File: config.mk
export PLATFORM = sky130hd
export DESIGN_NAME = pwm_regulator_mc
export DESIGN_NICKNAME = d
export VERILOG_FILES = /design/src/rtl/pwm_regulator_mc.sv
export SDC_FILE = /design/constraint.sdc
export NUM_CORES = 1
export LEC_CHECK = 0
export ABC_AREA = 1
export CORE_UTILIZATION = 30
export CTS_CLUSTER_DIAMETER = 40
export CTS_CLUSTER_SIZE = 40
export DETAILED_ROUTE_END_ITERATION = 16
export SYNTH_ARGS = -nofsm -noshare
export SYNTH_HDL_FRONTEND = slang
export SYNTH_SLANG_ARGS = --single-unit
export TNS_END_PERCENT = 50
File: constraint.sdc
create_clock -name clock -period 4 [get_ports clock]
set_input_delay 0.8 -clock clock [delete_from_list [all_inputs] [get_ports clock]]
set_output_delay 0.8 -clock clock [all_outputs]
set_load 0.01 [all_outputs]
File: src/rtl/pwm_regulator_mc.sv
// pwm_regulator_mc: multi-channel, feedback-regulated PWM generator.
// A shared free-running ramp is phase-staggered per channel and compared
// against a per-channel duty register. On every regulation tick each duty is
// nudged by its fb comparator, clamped to [DUTY_MIN, ceiling]. The ceiling
// itself climbs from DUTY_MIN to DUTY_MAX during soft-start. A fault forces
// the gates off and latches until enable is dropped.
// Ports:
//   clock, reset       system clock, synchronous active-high reset
//   enable             run request (level)
//   fault              overcurrent/overvoltage, sampled every clock
//   fb[CHANNELS]       1 = output above target, decrease duty
//   pwm[CHANNELS]      registered gate outputs
//   en                 registered power-stage enable
//   duty_bus           current duty per channel, ch i at [i*WIDTH +: WIDTH]
//   state              00 IDLE, 01 SOFTSTART, 10 REGULATE, 11 FAULT
module pwm_regulator_mc #(
  parameter int unsigned WIDTH         = 11,
  parameter int unsigned CHANNELS      = 2,
  parameter int unsigned UPDATE_PERIOD = 15000,
  parameter int unsigned STEP          = 1,
  parameter int unsigned DUTY_MIN      = 0,
  parameter int unsigned DUTY_MAX      = 1536
) (
  input  logic                         clock,
  input  logic                         reset,
  input  logic                         enable,
  input  logic                         fault,
  input  logic [CHANNELS-1:0]          fb,
  output logic [CHANNELS-1:0]          pwm,
  output logic                         en,
  output logic [CHANNELS*WIDTH-1:0]    duty_bus,
  output logic [1:0]                   state
);

  localparam int unsigned WW = WIDTH + 1;
  localparam int unsigned PH = (2 ** WIDTH) / CHANNELS;
  localparam int unsigned TW = $clog2(UPDATE_PERIOD);

  localparam logic [WIDTH:0]   STEP_X    = WW'(STEP);
  localparam logic [WIDTH:0]   MIN_X     = WW'(DUTY_MIN);
  localparam logic [WIDTH-1:0] MIN_W     = WIDTH'(DUTY_MIN);
  localparam logic [WIDTH-1:0] MAX_W     = WIDTH'(DUTY_MAX);
  localparam logic [TW-1:0]    TICK_LAST = TW'(UPDATE_PERIOD - 1);

  typedef enum logic [1:0] {
    S_IDLE  = 2'b00,
    S_SOFT  = 2'b01,
    S_REG   = 2'b10,
    S_FAULT = 2'b11
  } state_e;

  state_e               state_q, state_d;
  logic [WIDTH-1:0]     ramp_q;
  logic [TW-1:0]        tick_cnt_q;
  logic [WIDTH-1:0]     ceil_q, ceil_d, ceil_new;
  logic [WIDTH-1:0]     duty_q [CHANNELS];
  logic [WIDTH-1:0]     duty_d [CHANNELS];
  logic [CHANNELS-1:0]  pwm_q, pwm_d;
  logic                 en_q, en_d;
  logic                 tick;
  logic                 run;

  // One regulation step in WIDTH+1 bits: down clamps at DUTY_MIN, up at lim.
  function automatic logic [WIDTH-1:0] step_duty(input logic [WIDTH-1:0] d,
                                                 input logic             down,
                                                 input logic [WIDTH-1:0] lim);
    logic [WIDTH:0] x;
    if (down) begin
      if ({1'b0, d} < (MIN_X + STEP_X)) return MIN_W;
      x = {1'b0, d} - STEP_X;
    end else begin
      x = {1'b0, d} + STEP_X;
      if (x > {1'b0, lim}) return lim;
    end
    return WIDTH'(x);
  endfunction

  assign tick     = (tick_cnt_q == TICK_LAST);
  assign ceil_new = step_duty(ceil_q, 1'b0, MAX_W);

  // Next-state, duty/ceiling update and gate outputs.
  always_comb begin
    state_d = state_q;
    ceil_d  = ceil_q;
    for (int i = 0; i < int'(CHANNELS); i++) duty_d[i] = duty_q[i];

    case (state_q)
      S_IDLE: begin
        ceil_d = MIN_W;
        for (int i = 0; i < int'(CHANNELS); i++) duty_d[i] = MIN_W;
        if (enable) state_d = S_SOFT;
      end
      S_SOFT: begin
        // Dropping enable on a tick clock suppresses that tick's update.
        if (!enable) begin
          state_d = S_IDLE;
        end else if (tick) begin
          ceil_d = ceil_new;
          for (int i = 0; i < int'(CHANNELS); i++)
            duty_d[i] = step_duty(duty_q[i], fb[i], ceil_new);
          if (ceil_new == MAX_W) state_d = S_REG;
        end
      end
      S_REG: begin
        if (!enable) begin
          state_d = S_IDLE;
        end else if (tick) begin
          for (int i = 0; i < int'(CHANNELS); i++)
            duty_d[i] = step_duty(duty_q[i], fb[i], ceil_q);
        end
      end
      S_FAULT: begin
        if (!enable) state_d = S_IDLE;
      end
      default: state_d = S_IDLE;
    endcase

    // Fault overrides every other transition and clears the regulation state.
    if (fault) begin
      state_d = S_FAULT;
      ceil_d  = MIN_W;
      for (int i = 0; i < int'(CHANNELS); i++) duty_d[i] = MIN_W;
    end

    // Gates follow the next state so pwm and en drop together.
    run  = (state_d == S_SOFT) || (state_d == S_REG);
    en_d = run;
    for (int i = 0; i < int'(CHANNELS); i++)
      pwm_d[i] = run && (WIDTH'(ramp_q + WIDTH'(i * PH)) < duty_q[i]);
  end

  // State, counters and output registers.
  always_ff @(posedge clock) begin
    if (reset) begin
      state_q    <= S_IDLE;
      ramp_q     <= '0;
      tick_cnt_q <= '0;
      ceil_q     <= MIN_W;
      for (int i = 0; i < int'(CHANNELS); i++) duty_q[i] <= MIN_W;
      pwm_q      <= '0;
      en_q       <= 1'b0;
    end else begin
      state_q    <= state_d;
      ramp_q     <= ramp_q + WIDTH'(1);
      tick_cnt_q <= tick ? '0 : tick_cnt_q + TW'(1);
      ceil_q     <= ceil_d;
      for (int i = 0; i < int'(CHANNELS); i++) duty_q[i] <= duty_d[i];
      pwm_q      <= pwm_d;
      en_q       <= en_d;
    end
  end

  for (genvar g = 0; g < int'(CHANNELS); g++) begin : g_duty_bus
    assign duty_bus[g*WIDTH +: WIDTH] = duty_q[g];
  end

  assign pwm   = pwm_q;
  assign en    = en_q;
  assign state = state_q;

endmodule

==> metrics.md, run 1 <==
| Metric | Value |
|---|---|
| Initial Utilization | 0.3092 |
| Clock latency on the worst-skew pair | 0.34 ns |
| CTS tree | built |
| Hold/Removal Path Class | flop to flop |
| Least setup slack across all paths after layout | 0.3927 ns |
| DRC | 0 |
| Async SR Flop Fraction | 0 |
| Setup violations, final | 0 |
| Count of inserted antenna diode cells | 0 |
| Synthesized area | 6316 um2 |
| Most used flip-flop cell after synthesis | sky130_fd_sc_hd__dfxtp_1 |
| Average wire per cell in the routed design | 14.98 um |
| Starting DRC count in detailed routing | 556 |
| Relative slew slack | 0.3268 |
| Clock tree root driver cell | sky130_fd_sc_hd__clkbuf_16 |
| Number of max-cap violations | 0 |
| Share of synthesized area occupied by flip-flops and latches | 0.1997 |
| Crit path kind | flop to flop |
| Number of buffers on the longest clock path | 2 |
| Horizontal die dimension | 147.1 um |
| Actual slew at the worst max-slew pin | 1.009 ns |
| Run status | finished clean |
| Hold Fails Final Rpt | 0 |
| Global placement routability congestion | 0.9330 |
| Post-layout net count | 1134 |
| GRT Util Overall | 0.1894 |
| Post-synthesis area per instance | 6.150 um2 |
| Slowest Stage Delay on Critical Path | 0.43 ns |
| Count of flip-flops with a built-in enable after synthesis | 0 |
| Antenna violations before repair | 0 |
| Critical Path Start | duty_q[0][1]$_SDFFE_PP0P_ |
| Overflow left after global routing | 0 |
| Critical path data required time | 4.22 ns |
| Cts bufs inserted | 9 |
| Core Box Area | 20430 um2 |
| Global-route wire length before repair | 32.26 mm |
| Boundary pin count | 33 |
| Number of pins exceeding their max-slew limit in the final report | 0 |
| Synth Register Bits | 63 |
| Crit. End Element | flop |
| Via-per-instance ratio | 4.923 |
| Largest voltage drop on the vdd net | 0.1999 mV |
| Number of routed nets with antenna violations | 0 |
| Vias in the first global route | 6029 |
| Warnings from Yosys | 0 |
| Crit-path cells | inv_1 > nor3_1 > inv_1 > nor4_1 > nand2_1 > xor2_1 > ha_1 > nand4_1 > inv_1 > a32o_1 > nand2_1 > nand2_1 > inv_1 > o21ai_0 > o211ai_1 > nand2_1 > nand2_1 > a21oi_1 |
| Path depth of the worst reg2reg path | 18 |
| Start of the worst register-to-register path | duty_q[0][1]$_SDFFE_PP0P_ |
| Synth unique cells | 41 |
| Worst setup skew after layout | 0.006848 ns |
| WP data arrival | 3.82 ns |
| Static power due to leakage | 3.224 nW |
| Maximum fanout encountered on the critical timing path | 11 |
| Net count after synthesis | 1105 |
| Reg-to-reg slack, setup | 0.39 ns |
| Final Routed Wirelength | 19.93 mm |
| CP max-delay cell | sky130_fd_sc_hd__nor4_1 |
| Post-Synthesis Cells | 1027 |
| Total power | 0.001781 W |
| Count of filler cells inserted in the layout | 2290 |
| Reg2Reg Capture Point | duty_q[0][0]$_SDFFE_PP0P_ |
| HPWL reported at the end of detailed placement | 15.36 mm |
| Total Negative Setup Slacks | 0 ns |
| RSZ-0062 raised after global routing | no |
| Most frequent cell on the critical path | sky130_fd_sc_hd__nand2_1 |
| Share of cells above drive strength 1 | 0.07540 |
| Max Clk Rate | 277.2 MHz |
| Standard-cell rows | 52 |
| Buffers added on ports | 32 |
| Die boundary height | 147.1 um |
| Post-route worst hold slack | 0.4490 ns |
| Time the worst path needs with I/O delays and setup | 3.607 ns |
| Post-CTS clock slew at the launch and capture registers of the worst setup and hold paths | 0.06 ns |
| End point of the critical path | duty_q[0][0]$_SDFFE_PP0P_ |
| Number of clock sinks | 63 |
| Power density cells | 245.2 nW/um2 |
| Via count | 6552 |
| Final worst path period share | 0.9018 |
| Worst Setup Slack post-DPL | 0.2919 ns |
| Total die area | 21640 um2 |
| Synthesis-to-finish area growth | 15.02% |
| H-tree lvl count | 3 |
| Detailed-routing iteration count for the pre-antenna-repair pass | 10 |
| Largest net degree at the start of global routing | 27 |
| Worst setup SP type | flop |
where the power goes:
group	leakage (nW)	internal [W]	switching, W
Combinational	2.58	0.000137	0.000248
Sequential	0.510	0.000639	0.0000123
Clock	0.137	0.000424	0.000321
final cells by class:
cell class                      count  area [um2]  area share
Clock buffer                       10       229.0     0.03152
Clock inverter                      6       45.04    0.006200
Inverter                          138       518.0     0.07131
Multi-Input combinational cell    789        4380      0.6030
Sequential cell                    63        1261      0.1736
Tap cell                          270       337.8     0.04650
Timing Repair Buffer               55       493.0     0.06786
kinds of logic (layout without fill, tap and decap cells):
logic type                 after synthesis  in the layout  share of synthesized area
xor gates and xnor gates                21             21                    0.02912
DFF                                     63             63                     0.1997
and+or+nand+nor                        524            524                     0.3623
buffers and inverters                  175            209                     0.1093
adders and majority gates               72             72                     0.1426
AOI/OAI and AO/OA                      172            172                     0.1569
registers in the layout (all words and copies together) (netlist names):
name        count
ceil_q         11
duty_q         22
en              1
pwm             2
ramp_q         11
state           2
tick_cnt_q     14
repair_timing:
action | CTS | global route
setup endpoints to repair | 0 | 22
buffers inserted | 0 | 0
hold buffers | 0 | 0
gates resized for setup | 0 | 3
placed cells by master, fill, tap and decap left out, types with 9 or more instances in the layout:
cell	Yosys	routed
sky130_fd_sc_hd__o21ai_0	61	61
sky130_fd_sc_hd__nand2_1	283	282
sky130_fd_sc_hd__a21oi_1	61	61
sky130_fd_sc_hd__ha_1	72	72
sky130_fd_sc_hd__inv_1	129	129
sky130_fd_sc_hd__nand4_1	11	11
sky130_fd_sc_hd__nor2_1	81	81
sky130_fd_sc_hd__buf_4	0	23
sky130_fd_sc_hd__clkdlybuf4s50_1	0	32
sky130_fd_sc_hd__dfxtp_1	63	63
sky130_fd_sc_hd__nand3_1	98	98
sky130_fd_sc_hd__xor2_1	19	19
sky130_fd_sc_hd__nor3_1	14	14
sky130_fd_sc_hd__o21a_1	11	11
sky130_fd_sc_hd__clkbuf_16	0	9
synthesized netlist by cell type (11+ instances only):
master / instances / area (um2)
sky130_fd_sc_hd__nand2_1: 283 / 1062
sky130_fd_sc_hd__inv_1: 129 / 484.2
sky130_fd_sc_hd__nand3_1: 98 / 490.5
sky130_fd_sc_hd__nor2_1: 81 / 304.0
sky130_fd_sc_hd__ha_1: 72 / 900.9
sky130_fd_sc_hd__dfxtp_1: 63 / 1261
sky130_fd_sc_hd__a21oi_1: 61 / 305.3
sky130_fd_sc_hd__o21ai_0: 61 / 305.3
sky130_fd_sc_hd__clkbuf_1: 25 / 93.84
sky130_fd_sc_hd__xor2_1: 19 / 166.4
sky130_fd_sc_hd__nor3_1: 14 / 70.07
sky130_fd_sc_hd__nand4_1: 11 / 68.82
sky130_fd_sc_hd__o21a_1: 11 / 82.58
through the flow:
stage | util | area [um2] | std cells
2_1_floorplan | - | 6316 | 1027
3_3_place_gp | 0.3416 | 6978 | 1315
3_5_place_dp | 0.3416 | 6978 | 1315
4_1_cts | 0.3550 | 7252 | 1331
5_1_grt | 0.3556 | 7264 | 1331
6_report | 0.3556 | 7264 | 1331
metal layers:
metal	global-route usage	routed length, um
met2	0.2927	8614
met5	0	0
met1	0.2640	9736
met3	0.03012	1048
met4	0.06856	533
how the worst min path moves through the flow:
stage | from | to | slack, ns | cells past startpoint
after floorplan | tick_cnt_q[0]$_SDFF_PP0_ | tick_cnt_q[0]$_SDFF_PP0_ | 0.42 | 1
after global placement | tick_cnt_q[0]$_SDFF_PP0_ | tick_cnt_q[0]$_SDFF_PP0_ | 0.43 | 1
after detailed placement | tick_cnt_q[0]$_SDFF_PP0_ | tick_cnt_q[0]$_SDFF_PP0_ | 0.44 | 1
after CTS | tick_cnt_q[0]$_SDFF_PP0_ | tick_cnt_q[0]$_SDFF_PP0_ | 0.45 | 1
after global routing | tick_cnt_q[0]$_SDFF_PP0_ | tick_cnt_q[0]$_SDFF_PP0_ | 0.47 | 1
final | tick_cnt_q[0]$_SDFF_PP0_ | tick_cnt_q[0]$_SDFF_PP0_ | 0.45 | 1
worst max-delay path: cells and delay by family, from the launching register on:
family                   cells  cell delay, ns
AO/OA/AOI/OAI                4            0.60
flip-flops                   1            0.37
buffers and inverters        4            0.54
XOR/XNOR                     1            0.39
adder cells (fa/ha/maj)      1            0.33
AND/OR/NAND/NOR              8            1.27
Power figures use the tool's default switching activity.
==> run 2, diff against run 1 <==
--- a/config.mk
+++ b/config.mk
@@ -10,6 +10,7 @@
 export CTS_CLUSTER_DIAMETER = 40
 export CTS_CLUSTER_SIZE = 40
 export DETAILED_ROUTE_END_ITERATION = 16
+export MAX_ROUTING_LAYER = met4
 export SYNTH_ARGS = -nofsm -noshare
 export SYNTH_HDL_FRONTEND = slang
 export SYNTH_SLANG_ARGS = --single-unit
==> constraint.sdc (replaced) <==
create_clock -name clock -period 4 [get_ports clock]
set_input_delay 1 -clock clock [delete_from_list [all_inputs] [get_ports clock]]
set_output_delay 1 -clock clock [all_outputs]
set_load 0.01 [all_outputs]
==> metrics.md, run 2 (same netlist as run 1, synthesis figures left out) <==
| Metric | Value |
|---|---|
| Run status | finished clean |
| Cts bufs inserted | 9 (unchanged) |
| Clock tree root driver cell | sky130_fd_sc_hd__clkbuf_16 |
| Worst setup skew after layout | 0.01049 ns (+0.003639 ns) |
| Synthesis-to-finish area growth | 16.01% |
| Time the worst path needs with I/O delays and setup | 3.497 ns (-0.1101 ns) |
| Largest voltage drop on the vdd net | 0.2016 mV (+0.85%) |
| Buffers added on ports | 32 (unchanged) |
| Number of clock sinks | 63 (unchanged) |
| Post-CTS clock slew at the launch and capture registers of the worst setup and hold paths | 0.07 ns (about the same) |
| Cell family contributing the most delay on the critical path | simple AND/OR/NAND/NOR gates |
| Number of pins exceeding their max-slew limit in the final report | 0 (unchanged) |
| Actual slew at the worst max-slew pin | 1.032 ns (+0.02338 ns) |
| Number of buffers on the longest clock path | 2 (unchanged) |
| Placed Instances | 1315 (unchanged) |
| DRC | 0 (unchanged) |
| Critical Path Start | duty_q[0][1]$_SDFFE_PP0P_ |
| Worst hold start | tick_cnt_q[0]$_SDFF_PP0_ |
| Maximum fanout encountered on the critical timing path | 11 (unchanged) |
| Via count | 6670 (+1.8%) |
| Initial Utilization | 0.3092 (unchanged) |
| Hold/Removal Path Class | flop to flop |
| Number of max-cap violations | 0 (unchanged) |
| Total Negative Setup Slacks | 0 ns (unchanged) |
| Hold Fails Final Rpt | 0 (unchanged) |
| Vias in the first global route | 6247 (+3.6%) |
| Count of hold buffers inserted by post-cts repair | 0 (unchanged) |
| Antenna violations before repair | 0 (unchanged) |
| Largest net degree at the start of global routing | 34 (+26%) |
| Crit. End Element | flop |
| Overflow left after global routing | 0 (unchanged) |
| CP max-delay cell | sky130_fd_sc_hd__dfxtp_1 |
| Relative slew slack | 0.3112 (-0.01560) |
| Power density cells | 259.0 nW/um2 (+5.6%) |
| H-tree lvl count | 3 (unchanged) |
| Crit-path cells | inv_1 > nor3_1 > inv_1 > nor4_1 > xor2_1 > ha_1 > nand2_1 > nor2_1 > a211oi_1 > nor2_1 > nor2_1 > a32o_1 > nand2_1 > nand2_1 > inv_1 > o21ai_0 > o211ai_1 > nand2_1 > nand2_1 > a21oi_1 |
| Average wire per cell in the routed design | 15.10 um (+0.80%) |
| Horizontal die dimension | 147.1 um (unchanged) |
| Static power due to leakage | 3.239 nW (+0.44%) |
| Post-layout net count | 1134 (unchanged) |
| WP data arrival | 3.77 ns (-0.05 ns) |
| Crit path kind | flop to flop |
| Die boundary height | 147.1 um (unchanged) |
| Most flops, register | duty_q |
| Clock latency on the worst-skew pair | 0.36 ns (+0.02 ns) |
| Number of flip-flops in the largest register | 22 (unchanged) |
| Max Clk Rate | 285.9 MHz (+3.1%) |
| Final std cells w/o fill | 1331 (unchanged) |
| CTS tree | built |
| Standard-cell rows | 52 (unchanged) |
| Number of routed nets with antenna violations | 0 (unchanged) |
| Global placement routability congestion | 0.9121 (-2.2%) |
| Largest registers | duty_q (22), tick_cnt_q (14) |
| Detailed-routing iteration count for the pre-antenna-repair pass | 6 (-4) |
| Most frequent cell on the critical path | sky130_fd_sc_hd__nand2_1 |
| RSZ-0062 raised after global routing | no |
| Setup violations, final | 0 (unchanged) |
| Share of cells above drive strength 1 | 0.08106 (+0.005655) |
| Starting DRC count in detailed routing | 509 (-8.5%) |
| Total die area | 21640 um2 (unchanged) |
| Start of the worst register-to-register path | duty_q[0][1]$_SDFFE_PP0P_ |
| Final worst path period share | 0.8743 (-0.02753) |
| Most common library cell in the layout ignoring fill and taps | sky130_fd_sc_hd__nand2_1 |
| Most frequent cells in the layout | sky130_fd_sc_hd__nand2_1 (281), sky130_fd_sc_hd__inv_1 (129), sky130_fd_sc_hd__nand3_1 (98) |
| Global-route wire length before repair | 32.72 mm (+1.4%) |
| Boundary pin count | 33 (unchanged) |
| Worst Path Buf+Inv | 3 (-1) |
| Worst setup SP type | flop |
| Count of inserted antenna diode cells | 0 (unchanged) |
| Core Box Area | 20430 um2 (unchanged) |
| Slowest Stage Delay on Critical Path | 0.38 ns (-0.05 ns) |
| Final Routed Wirelength | 20.09 mm (+0.80%) |
| GRT Util Overall | 0.1995 (+0.01012) |
| Critical path data required time | 4.28 ns (+0.06 ns) |
| HPWL reported at the end of detailed placement | 15.41 mm (+0.35%) |
| Via-per-instance ratio | 5.011 (+1.8%) |
[run 2: power by group]
group / leakage [nW] / internal [W] / switching [W]
Sequential: 0.511 / 0.000639 / 0.0000123
Clock: 0.152 / 0.000511 / 0.000351
Combinational: 2.58 / 0.000137 / 0.000247
Total: 3.24 / 0.00129 / 0.000611
[run 2: repair_timing]
| action | CTS | global route |
|---|---|---|
| gates resized for setup | 0 | 10 |
| hold endpoints to repair | 0 | 0 |
| endpoints found under the setup margin | 0 | 22 |
| buffers inserted | 0 | 0 |
[run 2: layer usage]
layer  share of wire  global-route usage  up-vias
met3           0.059             0.03137       39
met1            0.48              0.2596     3017
met5               0                   -        -
li1                -                   -     3424
met2            0.44              0.3127      190
met4           0.026             0.06804        0
[run 2: worst paths after layout]
kind              depth (start not counted)  slack, ns                         to
setup / recovery                         20       0.50  duty_q[0][0]$_SDFFE_PP0P_
setup reg to reg                         20       0.50  duty_q[0][0]$_SDFFE_PP0P_
hold / removal                            1       0.45   tick_cnt_q[0]$_SDFF_PP0_
hold reg to reg                           1       0.45   tick_cnt_q[0]$_SDFF_PP0_
[run 2: layout make-up]
| cell class | instances | area, um2 |
|---|---|---|
| Clock buffer | 10 | 239.0 |
| Clock inverter | 6 | 75.07 |
| Fill cell | 2274 | 13100 |
| Inverter | 138 | 518.0 |
| Multi-Input combinational cell | 789 | 4400 |
| Sequential cell | 63 | 1264 |
| Tap cell | 270 | 337.8 |
| Timing Repair Buffer | 55 | 493.0 |
[run 2: through the flow]
step / hold slack (ns) / utilization / setup WS (ns) / area (um2) / total power, W
6_report: 0.4524 / 0.3586 / 0.5028 / 7327 / 0.001898
5_1_grt: 0.4712 / 0.3586 / 0.02001 / 7327 / 0.001985
3_3_place_gp: 0.4326 / 0.3416 / 0.1523 / 6978 / 0.001040
3_5_place_dp: 0.4434 / 0.3416 / 0.1304 / 6978 / 0.001040
4_1_cts: 0.4542 / 0.3569 / 0.09608 / 7292 / 0.001910
2_1_floorplan: 0.4175 / - / 0.7884 / 6316 / 0.0009444
[run 2: worst reg2reg max path, stage by stage (launching register included)]
cell and delay (ns):
sky130_fd_sc_hd__dfxtp_1 0.38, sky130_fd_sc_hd__inv_1 0.07, sky130_fd_sc_hd__nor3_1 0.30, sky130_fd_sc_hd__inv_1 0.10
sky130_fd_sc_hd__nor4_1 0.36, sky130_fd_sc_hd__xor2_1 0.37, sky130_fd_sc_hd__ha_1 0.32, sky130_fd_sc_hd__nand2_1 0.09
sky130_fd_sc_hd__nor2_1 0.05, sky130_fd_sc_hd__a211oi_1 0.18, sky130_fd_sc_hd__nor2_1 0.07, sky130_fd_sc_hd__nor2_1 0.09
sky130_fd_sc_hd__a32o_1 0.18, sky130_fd_sc_hd__nand2_1 0.06, sky130_fd_sc_hd__nand2_1 0.12, sky130_fd_sc_hd__inv_1 0.17
sky130_fd_sc_hd__o21ai_0 0.12, sky130_fd_sc_hd__o211ai_1 0.11, sky130_fd_sc_hd__nand2_1 0.10, sky130_fd_sc_hd__nand2_1 0.05
sky130_fd_sc_hd__a21oi_1 0.12
